[src/rtl/spi_reg_pkg.sv]
// Shared constants and FSM state type for the SPI register bank.
// Register addresses map directly onto the PWM stage configuration inputs.
package spi_reg_pkg;

  localparam int FRAME_BITS = 16;

  localparam logic [6:0] ADDR_EN_OUT_LO = 7'h00;
  localparam logic [6:0] ADDR_EN_OUT_HI = 7'h01;
  localparam logic [6:0] ADDR_EN_PWM_LO = 7'h02;
  localparam logic [6:0] ADDR_EN_PWM_HI = 7'h03;
  localparam logic [6:0] ADDR_DUTY      = 7'h04;

  typedef enum logic [1:0] {
    IDLE,
    SHIFT,
    COMMIT
  } spi_state_t;

endpackage

[src/rtl/sync_edge_det.sv]
// Multi-flop synchroniser with one delay flop for edge detection.
// Reset value matches the idle level of the line so reset never fakes an edge.
module sync_edge_det #(
  parameter int   SYNC_STAGES = 2,
  parameter logic RST_VAL     = 1'b0
) (
  input  logic clk,
  input  logic rst_n,
  input  logic d_i,
  output logic level_o,
  output logic rise_o,
  output logic fall_o
);

  logic [SYNC_STAGES-1:0] sync_q;
  logic                   dly_q;

  always_ff @(posedge clk or negedge rst_n) begin
    if (!rst_n) begin
      sync_q <= {SYNC_STAGES{RST_VAL}};
      dly_q  <= RST_VAL;
    end else begin
      sync_q <= {sync_q[SYNC_STAGES-2:0], d_i};
      dly_q  <= sync_q[SYNC_STAGES-1];
    end
  end

  assign level_o = sync_q[SYNC_STAGES-1];
  assign rise_o  = level_o & ~dly_q;
  assign fall_o  = ~level_o & dly_q;

endmodule

[src/rtl/spi_reg_bank.sv]
// Write-only SPI mode-0 target driving the PWM stage configuration registers.
// All SPI pins are synchronised and sampled in the clk domain.
module spi_reg_bank
  import spi_reg_pkg::*;
#(
  parameter int SYNC_STAGES = 2,
  parameter int NUM_REGS    = 5
) (
  input  logic       clk,
  input  logic       rst_n,
  input  logic       sclk,
  input  logic       copi,
  input  logic       ncs,
  output logic [7:0] en_reg_out_7_0,
  output logic [7:0] en_reg_out_15_8,
  output logic [7:0] en_reg_pwm_7_0,
  output logic [7:0] en_reg_pwm_15_8,
  output logic [7:0] pwm_duty_cycle
);

  localparam int SETTLE = SYNC_STAGES + 1;
  localparam int SW     = $clog2(SETTLE + 1);

  logic sclk_rise;
  logic copi_s;
  logic ncs_rise;
  logic ncs_fall;
  logic unused_sclk_lvl;
  logic unused_sclk_fall;
  logic unused_copi_rise;
  logic unused_copi_fall;
  logic unused_ncs_lvl;

  sync_edge_det #(
    .SYNC_STAGES(SYNC_STAGES),
    .RST_VAL    (1'b0)
  ) u_sclk (
    .clk    (clk),
    .rst_n  (rst_n),
    .d_i    (sclk),
    .level_o(unused_sclk_lvl),
    .rise_o (sclk_rise),
    .fall_o (unused_sclk_fall)
  );

  sync_edge_det #(
    .SYNC_STAGES(SYNC_STAGES),
    .RST_VAL    (1'b0)
  ) u_copi (
    .clk    (clk),
    .rst_n  (rst_n),
    .d_i    (copi),
    .level_o(copi_s),
    .rise_o (unused_copi_rise),
    .fall_o (unused_copi_fall)
  );

  sync_edge_det #(
    .SYNC_STAGES(SYNC_STAGES),
    .RST_VAL    (1'b1)
  ) u_ncs (
    .clk    (clk),
    .rst_n  (rst_n),
    .d_i    (ncs),
    .level_o(unused_ncs_lvl),
    .rise_o (ncs_rise),
    .fall_o (ncs_fall)
  );

  // Ignore edges until the chains hold real pin values, so an
  // ncs already low at reset release cannot open a frame.
  logic [SW-1:0] settle_q;
  logic          ready;

  assign ready = (settle_q == SW'(SETTLE));

  always_ff @(posedge clk or negedge rst_n) begin
    if (!rst_n) begin
      settle_q <= '0;
    end else if (!ready) begin
      settle_q <= settle_q + 1'b1;
    end
  end

  spi_state_t  state_q, state_d;
  logic [15:0] shift_q, shift_d;
  logic [4:0]  cnt_q,   cnt_d;
  logic        ovf_q,   ovf_d;

  always_comb begin
    state_d = state_q;
    shift_d = shift_q;
    cnt_d   = cnt_q;
    ovf_d   = ovf_q;
    unique case (state_q)
      IDLE: begin
        if (ready && ncs_fall) begin
          shift_d = '0;
          cnt_d   = '0;
          ovf_d   = 1'b0;
          state_d = SHIFT;
        end
      end
      SHIFT: begin
        if (ncs_rise) begin
          state_d = COMMIT;
        end else if (sclk_rise) begin
          if (cnt_q == 5'(FRAME_BITS)) begin
            ovf_d = 1'b1;
          end else begin
            shift_d = {shift_q[14:0], copi_s};
            cnt_d   = cnt_q + 5'd1;
          end
        end
      end
      COMMIT: state_d = IDLE;
      default: state_d = IDLE;
    endcase
  end

  always_ff @(posedge clk or negedge rst_n) begin
    if (!rst_n) begin
      state_q <= IDLE;
      shift_q <= '0;
      cnt_q   <= '0;
      ovf_q   <= 1'b0;
    end else begin
      state_q <= state_d;
      shift_q <= shift_d;
      cnt_q   <= cnt_d;
      ovf_q   <= ovf_d;
    end
  end

  logic [6:0] addr;
  logic [7:0] data;
  logic       we;

  assign addr = shift_q[14:8];
  assign data = shift_q[7:0];
  assign we   = (state_q == COMMIT)
             && (cnt_q == 5'(FRAME_BITS))
             && !ovf_q
             && shift_q[15]
             && (32'(addr) < NUM_REGS);

  logic [7:0] out_lo_q, out_hi_q;
  logic [7:0] pwm_lo_q, pwm_hi_q;
  logic [7:0] duty_q;

  always_ff @(posedge clk or negedge rst_n) begin
    if (!rst_n) begin
      out_lo_q <= '0;
      out_hi_q <= '0;
      pwm_lo_q <= '0;
      pwm_hi_q <= '0;
      duty_q   <= '0;
    end else if (we) begin
      unique case (1'b1)
        (addr == ADDR_EN_OUT_LO): out_lo_q <= data;
        (addr == ADDR_EN_OUT_HI): out_hi_q <= data;
        (addr == ADDR_EN_PWM_LO): pwm_lo_q <= data;
        (addr == ADDR_EN_PWM_HI): pwm_hi_q <= data;
        (addr == ADDR_DUTY):      duty_q   <= data;
        default: ;
      endcase
    end
  end

  assign en_reg_out_7_0  = out_lo_q;
  assign en_reg_out_15_8 = out_hi_q;
  assign en_reg_pwm_7_0  = pwm_lo_q;
  assign en_reg_pwm_15_8 = pwm_hi_q;
  assign pwm_duty_cycle  = duty_q;

endmodule

[config.mk]
export PLATFORM = sky130hd
export DESIGN_NAME = spi_reg_bank
export DESIGN_NICKNAME = d
export VERILOG_FILES = /design/src/rtl/spi_reg_pkg.sv /design/src/rtl/sync_edge_det.sv /design/src/rtl/spi_reg_bank.sv
export SDC_FILE = /design/constraint.sdc
export NUM_CORES = 1
export LEC_CHECK = 0
export ABC_AREA = 1
export CAP_MARGIN = 5
export CELL_PAD_IN_SITES_DETAIL_PLACEMENT = 1
export CELL_PAD_IN_SITES_GLOBAL_PLACEMENT = 2
export CORE_MARGIN = 1.5
export CORE_UTILIZATION = 33
export CTS_CLUSTER_DIAMETER = 50
export DETAILED_ROUTE_END_ITERATION = 10
export PLACE_DENSITY_LB_ADDON = 0.08
export SLEW_MARGIN = 20
export SYNTH_ARGS = -nofsm -noshare
export SYNTH_HDL_FRONTEND = slang
export SYNTH_SLANG_ARGS = --single-unit
[constraint.sdc]
create_clock -name clk -period 2.4 [get_ports clk]
set_clock_uncertainty 0.2 [all_clocks]
set_input_delay 0.36 -clock clk [delete_from_list [all_inputs] [get_ports clk]]
set_output_delay 0.36 -clock clk [all_outputs]
set_load 0.01 [all_outputs]
### After elaboration in Yosys (flattened, before gate mapping)

Index checks and enable logic that the tools add are counted.

| storage, ports and cells | value |
|---|---|
| register bits | 74 |
| bits in latches | 0 |
| RAM bits | 0 |
| ROM bits | 0 |
| bits of input ports | 5 |
| output and inout port bits | 40 |
| memories kept | 0 |

| operators by class | value |
|---|---|
| add/subtract/negate cells | 2 |
| $mul | 0 |
| divide/modulo/power cells | 0 |
| order comparisons | 1 |
| equality and inequality tests | 14 |
| shift operators | 0 |
| mux-type cells | 18 |
| bitwise operators | 6 |
| reductions and logical operators | 17 |

Operators with widths:

| operator | number |
|---|---|
| two-way mux 16 bit | 4 |
| case mux 16 bit (2 select lines) | 1 |
| two-way mux 5 bit | 4 |
| == test 7 x 2 -> 1 bit, second input constant | 2 |
| != test 2 bit, second input constant | 6 |
| AND reduction 2 bit | 6 |
| case mux 5 bit (2 select lines) | 1 |
| AND reduction 5 bit | 2 |
| == test 7 x 1 -> 1 bit, second input constant | 1 |
| == test 7 x 3 -> 1 bit, second input constant | 1 |
| zero test 7 bit | 1 |
| less-than comparator 7 x 3 -> 1 bit, second input constant | 1 |
| adder 5 x 1 -> 5 bit, second input constant | 1 |
| == test 5 bit, second input constant | 1 |
| logical AND 1 bit | 5 |
| == test 2 bit, second input constant | 2 |
| two-way mux 1 bit | 4 |
| two-way mux 2 bit | 2 |
| case mux 2 bit (2 select lines) | 1 |
| bitwise AND 1 bit | 3 |
| NOT 1 bit | 3 |
| adder 2 x 1 -> 2 bit, second input constant | 1 |
| == test 2 x 1 -> 1 bit, second input constant | 1 |
| zero test 2 bit | 1 |
| other kinds (3) | 3 |

### Logic depth before layout (Yosys ltp)

Gate-level depths: netlist of the first run.

| logic depth | value |
|---|---|
| word-level depth | 6 |
| mapped depth | 10 |
| gate-level depth less buffers | 10 |

### Hierarchy

Synthesis of the first run repeated with hierarchy kept, for this count alone.

| second synthesis, totals | value |
|---|---|
| cell total of the unflattened synthesis | 350 |
| area total of the unflattened synthesis | 3253.1 µm² |

Modules (own cells, without submodules):

| module | instances | cells an instance | area an instance (µm²) | seq. area each (µm²) |
|---|---|---|---|---|
| spi_reg_bank | 1 | 329 | 2979.1 | 1651.6 |
| sync_edge_det (u_copi ...) | 2 | 7 | 90.1 | 75.1 |
| sync_edge_det (u_ncs) | 1 | 7 | 93.8 | 78.8 |

### Worst setup path before layout of the first run

Ideal clock, no wire load.

| timing | value |
|---|---|
| kind | flip-flop to flip-flop |
| start | reg cnt_q[0] |
| end | reg out_hi_q[0] (netlist: en_reg_out_15_8[0]) |
| setup time | 0.113 ns |
| data arrival time | 1.366 ns |
| data required time | 2.087 ns |
| slack | 0.721 ns |
| cell stages (with the launch flop) | 11 |
| buffers on the path | 1 |
| period minus slack after synthesis | 1.679 ns |
| cell sequence | dfrtp_1 > inv_1 > ha_1 > nand2_1 > inv_1 > nand2_4 > nor2_8 > buf_6 > nand4_1 > nand2_1 > inv_1 |

| between the ends | value |
|---|---|
| word-level cells in the longest chain between the ends | 6 |

Ends and longest elaborated chain:

| what | line | text |
|---|---|---|
| start, declared | spi_reg_bank.sv:87 | `logic [4:0] cnt_q, cnt_d;` |
| start signal, assigned | spi_reg_bank.sv:130 | `cnt_q <= cnt_d;` |
| == test 5 bit | spi_reg_bank.sv:142 | `&& (cnt_q == 5'(FRAME_BITS))` |
| logical AND 1 bit | spi_reg_bank.sv:142 |  |
| logical AND 1 bit | spi_reg_bank.sv:143 | `&& !ovf_q` |
| logical AND 1 bit | spi_reg_bank.sv:144 | `&& shift_q[15]` |
| logical AND 1 bit | spi_reg_bank.sv:145 | `&& (32'(addr) < NUM_REGS);` |
| AND reduction 2 bit (no source line) | - |  |
| end signal, assigned | spi_reg_bank.sv:161 | `(addr == ADDR_EN_OUT_HI): out_hi_q <= data;` |
| end, declared | spi_reg_bank.sv:147 | `logic [7:0] out_lo_q, out_hi_q;` |

No other way between the ends.
A chain may end at the register's enable or synchronous reset.

### Worst setup path after layout of the first run

| timing | value |
|---|---|
| start | reg cnt_q[0] |
| end | reg pwm_lo_q[4] (netlist: en_reg_pwm_7_0[4]) |

| between the ends | value |
|---|---|
| word-level cells in the longest chain between the ends | 6 |

Ends and longest elaborated chain:

| what | line | text |
|---|---|---|
| == test 5 bit | spi_reg_bank.sv:142 |  |
| logical AND 1 bit | spi_reg_bank.sv:142 |  |
| logical AND 1 bit | spi_reg_bank.sv:143 |  |
| logical AND 1 bit | spi_reg_bank.sv:144 |  |
| logical AND 1 bit | spi_reg_bank.sv:145 |  |
| AND reduction 2 bit (no source line) | - |  |
| end signal, assigned | spi_reg_bank.sv:162 | `(addr == ADDR_EN_PWM_LO): pwm_lo_q <= data;` |
| end, declared | spi_reg_bank.sv:148 | `logic [7:0] pwm_lo_q, pwm_hi_q;` |

No other way between the ends.

==> results of run 1 <==
[power groups by stage]
| stage | Combinational [mW] | Sequential [mW] | Clock (mW) |
|---|---|---|---|
| finish | 0.438 | 1.41 | 0.940 |
| global route | 0.503 | 1.43 | 1.03 |
| CTS | 0.453 | 1.41 | 0.978 |
| detailed placement | 0.448 | 1.44 | 0 |
| global placement | 0.438 | 1.43 | 0 |
| floorplan | 0.314 | 1.41 | 0 |
[layout make-up]
cell class | instances | area [um^2] | share of cell area
clock inverter | 4 | 25.0 | 0.00579
timing repair buffer | 51 | 531 | 0.123
multi-input combinational | 238 | 1240 | 0.287
clock buffer | 12 | 165 | 0.0382
inverter | 89 | 334 | 0.0773
sequential | 74 | 1860 | 0.429
tap | 136 | 170 | 0.0394
[layer usage]
layer / vias up / share of wire / GRT usage
met5: - / 0 / 0
met3: 8 / 0.028 / 0.0356
met1: 1309 / 0.51 / 0.227
met4: 0 / 0.015 / 0.0657
met2: 35 / 0.45 / 0.251
li1: 1378 / - / -
[critical path: cells and delay by family (launching register included)]
family / cells / cell delay [ps]
simple gates: 6 / 720
fa+ha+maj: 1 / 130
buf+inv: 4 / 420
flops: 1 / 420
[kinds of logic (layout without fill, tap and decap cells)]
family	count (synthesis)	in the layout	synth area share
DFF	74	74	0.525
and+or+nand+nor	209	209	0.299
xor gates and xnor gates	2	2	0.00495
buffers and inverters	101	156	0.125
adders and majority gates	3	3	0.0106
muxes	1	1	0.00318
AOI/OAI and AO/OA	23	23	0.0333
[stage by stage]
stage          instances  worst slack (ps)   util  instance area (um^2)
2_1_floorplan        413               721      -                  3540
3_3_place_gp         587               469  0.397                  4120
3_5_place_dp         587               430  0.397                  4120
4_1_cts              604               424  0.417                  4320
5_1_grt              604               238  0.417                  4320
6_report             604               439  0.417                  4320
[sequential cells by signal (all words and copies together) (netlist names)]
register	cells
shift_q	16
en_reg_out_15_8	8
en_reg_out_7_0	8
en_reg_pwm_15_8	8
en_reg_pwm_7_0	8
pwm_duty_cycle	8
cnt_q	5
settle_q	2
state_q	2
u_copi.sync_q	2
u_ncs.sync_q	2
u_sclk.sync_q	2
ovf_q	1
u_ncs.dly_q	1
u_sclk.dly_q	1
[timing repair]
action / in CTS / in global routing
resized for setup: 0 / 0
hold buffers: 1 / 0
setup endpoints to repair: 0 / 0
hold endpoints to repair: 28 / 0
[layout by cell type, fill, tap and decap left out, types with 2 or more instances in the layout]
master,synthesis,routed
nand2_1,130,130
inv_1,87,87
dfrtp_1,71,71
clkdlybuf4s50_1,0,43
nand4_1,41,41
o21ai_0,21,21
clkbuf_8,0,12
nand3_1,8,8
nor2_2,8,8
nor2_1,8,8
nand3_4,5,5
buf_4,4,4
ha_1,3,3
buf_12,0,3
dfstp_2,3,3
nor2_4,2,2
nor2_8,2,2
clkinvlp_4,0,2
clkinv_2,0,2
[how the worst max path moves through the flow]
| stage | from | endpoint | cells past startpoint |
|---|---|---|---|
| 2_1_floorplan | cnt_q[0] | en_reg_out_15_8[0] | 10 |
| 3_3_place_gp | cnt_q[0] | en_reg_pwm_7_0[5] | 11 |
| 3_5_place_dp | cnt_q[0] | en_reg_pwm_7_0[4] | 11 |
| 4_1_cts | cnt_q[0] | en_reg_pwm_7_0[4] | 11 |
| 5_1_grt | cnt_q[0] | en_reg_out_7_0[0] | 11 |
| 6_report | cnt_q[0] | en_reg_pwm_7_0[4] | 11 |
==> flow_summary.json, run 1 <==
{
  "tns_ps": 0,
  "status": "complete, no violations",
  "r2r_start": "cnt_q[0]",
  "synth-edff-count": 0,
  "syn_avg_cell_area_um2": 8.56,
  "htreeDepth": 3,
  "crit_arrival_ps": 2060,
  "cpPeakStageDelay_ps": 420,
  "root_buffer": "clkbuf_8",
  "antenna_found_initial": 0,
  "holdPathEnd": "u_copi.sync_q[1]",
  "post_cts_buffers": 0,
  "max_freq_mhz": 510,
  "crit_path_top_delay_cell": "dfrtp_1",
  "p_switching_mw": 0.864,
  "hold_viol": 0,
  "synth.net_count": 421,
  "synth_area_leaders": "dfrtp_1, nand2_1, inv_1, nand4_1, o21ai_0",
  "clock_path_buffers": 2,
  "drc": 0,
  "hpwl_um": 5740,
  "slew-limit-headroom": 0.654,
  "syn_inst": 413,
  "start_util": 0.341,
  "post-route-period-util": 0.817,
  "seq_area_frac_synth": 0.525,
  "grt_max_degree": 37,
  "p_int_mw": 1.92,
  "hold_depth": 0,
  "ios": 45,
  "p_seq_frac": 0.506,
  "drt-initial-drc-count": 119,
  "clockPowerShare": 0.337,
  "synth_top_area_frac": 0.502,
  "comb_power_share": 0.157,
  "yosys_register_bits": 74,
  "grt_setup_unrepaired": "no",
  "rrSetupSlack_ps": 440,
  "grt_pass1_wl_um": 14300,
  "period_needed_ps": 1960,
  "final_nets": 471,
  "ir_drop_mv": 0.318,
  "gp_congestion": 0.691,
  "yosys.area.top_type": "dfrtp_1",
  "rows": 37,
  "core_area_um2": 10400,
  "hold_slack_ps": 154,
  "leakagePower_nw": 2.24,
  "wl_per_cell_um": 13.6,
  "hp-start": "u_copi.sync_q[0]",
  "crit_chain": "inv_1 -> ha_1 -> nand2_1 -> inv_1 -> nand2_4 -> nor2_8 -> buf_12 -> nand3_4 -> nand2_1 -> nand2_1 -> inv_1",
  "cts_buffers": 9,
  "cp_data_required_time_ps": 2500,
  "synth.distinct_cells": 28,
  "nFillCells": 1289,
  "synth_area_um2": 3540,
  "setup_viol": 0,
  "clock_latency_ps": 360,
  "clkSlewWorstSetupHoldPaths_ps": 80,
  "async_flop_share": 1.00,
  "maxSlewViolCount": 0,
  "fp.dieH_um": 107,
  "synth.most_common_cell": "nand2_1",
  "max_slew.worst_pin.slew_ps": 519,
  "hp-class": "flop to flop",
  "overflow": 0,
  "crit_path_start_kind": "flop",
  "area_growth_pct": 22.1,
  "drive_above_1_share": 0.105,
  "cp-end-kind": "flop",
  "die_area_um2": 11300,
  "routed_wl_um": 8200,
  "via_per_inst": 4.52,
  "yosys_most_used_dff": "dfrtp_1",
  "worstPathMaxFanout": 19,
  "cts_tree": "yes",
  "cts.sinks": 74,
  "port_buffers": 44,
  "ys_warn_count": 0,
  "track_usage": 0.164,
  "power.density_nw_per_um2": 646,
  "path_class": "flop to flop",
  "yosys-top-cells-count": "nand2_1, inv_1, dfrtp_1",
  "grt_pass1_vias": 2748,
  "ant_nets": 0,
  "power_mw": 2.79,
  "vias": 2730,
  "r2r_cells": 11,
  "swShare": 0.310,
  "r2r_end": "en_reg_pwm_7_0[4]",
  "drv_cap": 0,
  "diodes": 0,
  "dieWidth_um": 107,
  "dr.pass1.iters": 4
}
No activity file was read; power rests on OpenSTA's default activity.
==> run 2: changes to the inputs <==
--- a/config.mk
+++ b/config.mk
@@ -10,7 +10,7 @@
 export CELL_PAD_IN_SITES_DETAIL_PLACEMENT = 1
 export CELL_PAD_IN_SITES_GLOBAL_PLACEMENT = 2
 export CORE_MARGIN = 1.5
-export CORE_UTILIZATION = 33
+export CORE_UTILIZATION = 30
 export CTS_CLUSTER_DIAMETER = 50
 export DETAILED_ROUTE_END_ITERATION = 10
 export PLACE_DENSITY_LB_ADDON = 0.08
==> constraint.sdc (replaced) <==
create_clock -name clk -period 1.6 [get_ports clk]
set_clock_uncertainty 0.2 [all_clocks]
set_input_delay 0.24 -clock clk [delete_from_list [all_inputs] [get_ports clk]]
set_output_delay 0.24 -clock clk [all_outputs]
set_load 0.01 [all_outputs]
==> run 2 against run 1 <==
Compared with the run above:
- the run now ends with negative setup slack left
- global-route usage decreased by 0.18 points
- power increased by 78%
- via count increased by 6.2%
- first-iteration DRC count decreased by 4.2%
- register-to-register slack got worse by 550 ps
- combinational power increased by 130%
- die area increased by 9.7%
- count of clock-buffer cells in the layout increased by 1
- critical endpoint is now en_reg_out_15_8[0]
==> flow_summary.json, run 2 (same netlist as run 1, synthesis figures left out) <==
{
  "track_usage": 0.162,
  "violations": "negative setup slack",
  "clock_latency_ps": 340,
  "grt_pass1_wl_um": 15600,
  "gp_congestion": 0.702,
  "most-common-layout-cells": "nand2_1, inv_1, dfrtp_1",
  "antenna_found_initial": 0,
  "wl_per_cell_um": 14.4,
  "period_needed_ps": 1710,
  "fp.dieH_um": 112,
  "largest_reg_flops": 16,
  "clock_path_buffers": 2,
  "r2r_end": "en_reg_out_15_8[0]",
  "crit_arrival_ps": 1790,
  "max_slew.worst_pin.slew_ps": 352,
  "r2r_start": "cnt_q[0]",
  "via_per_inst": 4.50,
  "root_buffer": "clkbuf_16",
  "ir_drop_mv": 0.890,
  "die_area_um2": 12500,
  "power.density_nw_per_um2": 1040,
  "p_switching_mw": 1.47,
  "hp-class": "input port to flop",
  "cts_tree": "yes",
  "comb_power_share": 0.204,
  "hold_slack_ps": 113,
  "setup_viol": 61,
  "power_mw": 4.98,
  "p_int_mw": 3.50,
  "hold_depth": 1,
  "worstPathMaxFanout": 12,
  "drt-initial-drc-count": 114,
  "core_area_um2": 11500,
  "hold_viol": 0,
  "dr.pass1.iters": 4,
  "rows": 39,
  "multi_input_area_um2": 1310,
  "drive_above_1_share": 0.191,
  "cp_data_required_time_ps": 1680,
  "r2r_cells": 11,
  "top_register": "shift_q",
  "p_seq_frac": 0.421,
  "diodes": 0,
  "leakagePower_nw": 2.69,
  "cts.sinks": 74,
  "hp-start": "ncs",
  "cp-end-kind": "flop",
  "cts_buffers": 9,
  "maxSlewViolCount": 0,
  "crit_path_start_kind": "flop",
  "path_class": "flop to flop",
  "nFillCells": 1339,
  "max_freq_mhz": 585,
  "drc": 0,
  "post-route-period-util": 1.07,
  "overflow": 0,
  "final_common_cell": "nand2_1",
  "routed_wl_um": 9270,
  "area_growth_pct": 35.5,
  "drv_cap": 0,
  "grt_setup_unrepaired": "yes",
  "ant_nets": 0,
  "clkSlewWorstSetupHoldPaths_ps": 60,
  "final_nets": 505,
  "holdPathEnd": "u_ncs.sync_q[0]",
  "hpwl_um": 6370,
  "regArea_um2": 1860,
  "grt_pass1_vias": 3002,
  "rrSetupSlack_ps": -110,
  "status": "complete, but fails checks",
  "clockPowerShare": 0.374,
  "start_util": 0.308,
  "slew-limit-headroom": 0.765,
  "vias": 2900,
  "ios": 45,
  "setup_slack_ps": -110,
  "swShare": 0.296,
  "port_buffers": 44,
  "grt_max_degree": 40,
  "tns_ps": -3660,
  "htreeDepth": 3,
  "dieWidth_um": 112
}
run 2: cell count changes in the layout (fill, tap and decap cells not counted), sizes merged:
cell and change:
buf +32, clkbuf +3, clkdlybuf4s50 -40, clkinv +1, clkinvlp -2, dlygate4sd2 +40
run 2: final cells by class:
type / count / area share
tap: 143 / 0.0373
sequential: 74 / 0.387
clock buffer: 13 / 0.0522
clock inverter: 3 / 0.00313
multi-input combinational: 238 / 0.274
timing repair buffer: 85 / 0.177
inverter: 89 / 0.0697
run 2: worst max path at each step:
stage / from / to / slack [ps] / depth (start not counted)
2_1_floorplan: cnt_q[0] / en_reg_pwm_7_0[0] / -40 / 10
3_3_place_gp: state_q[1] / en_reg_out_15_8[6] / -140 / 8
3_5_place_dp: state_q[0] / en_reg_out_15_8[0] / -140 / 8
4_1_cts: cnt_q[1] / en_reg_out_15_8[0] / -100 / 11
5_1_grt: cnt_q[0] / en_reg_out_15_8[0] / -240 / 11
6_report: cnt_q[0] / en_reg_out_15_8[0] / -110 / 11
run 2: through the flow:
| stage | cell area, um^2 | worst slack [ps] | instances | util |
|---|---|---|---|---|
| 5_1_grt | 4790 | -240 | 645 | 0.418 |
| 3_3_place_gp | 4390 | -137 | 622 | 0.383 |
| 3_5_place_dp | 4390 | -139 | 622 | 0.383 |
| 6_report | 4790 | -110 | 645 | 0.418 |
| 2_1_floorplan | 3540 | -36.8 | 413 | - |
| 4_1_cts | 4640 | -105 | 640 | 0.404 |
run 2: what timing repair did:
action	4_1_cts	5_1_grt
hold buffers	1	0
cloned	0	2
setup buffers	1	3
gates resized for setup	44	26
setup endpoints to repair	101	62
hold endpoints to repair	73	0
pin swaps	10	5
run 2: layer usage:
layer  wire (um)  share of wire  global-route usage
met1        4550           0.49               0.221
met2        4260           0.46               0.249
met3         365          0.039              0.0523
met4          97          0.010              0.0447
met5           0              0                   0
run 2: worst max-delay path, stage by stage, from the launching register on:
cell	delay, ps
dfrtp_1	370
inv_1	60
ha_2	170
nand2_2	50
inv_2	70
nand2_4	90
nor2_8	150
buf_12	160
nand3_4	110
nand2_1	90
nand2_1	60
inv_1	60
run 2: power by group through the flow:
stage               registers [mW]  logic (mW)  clock network [mW]
global placement              2.12       0.795                   0
CTS                           2.10       0.852                1.94
detailed placement            2.13       0.811                   0
finish                        2.10        1.02                1.86
floorplan                     2.12       0.470                   0
global route                  2.11        1.14                2.02
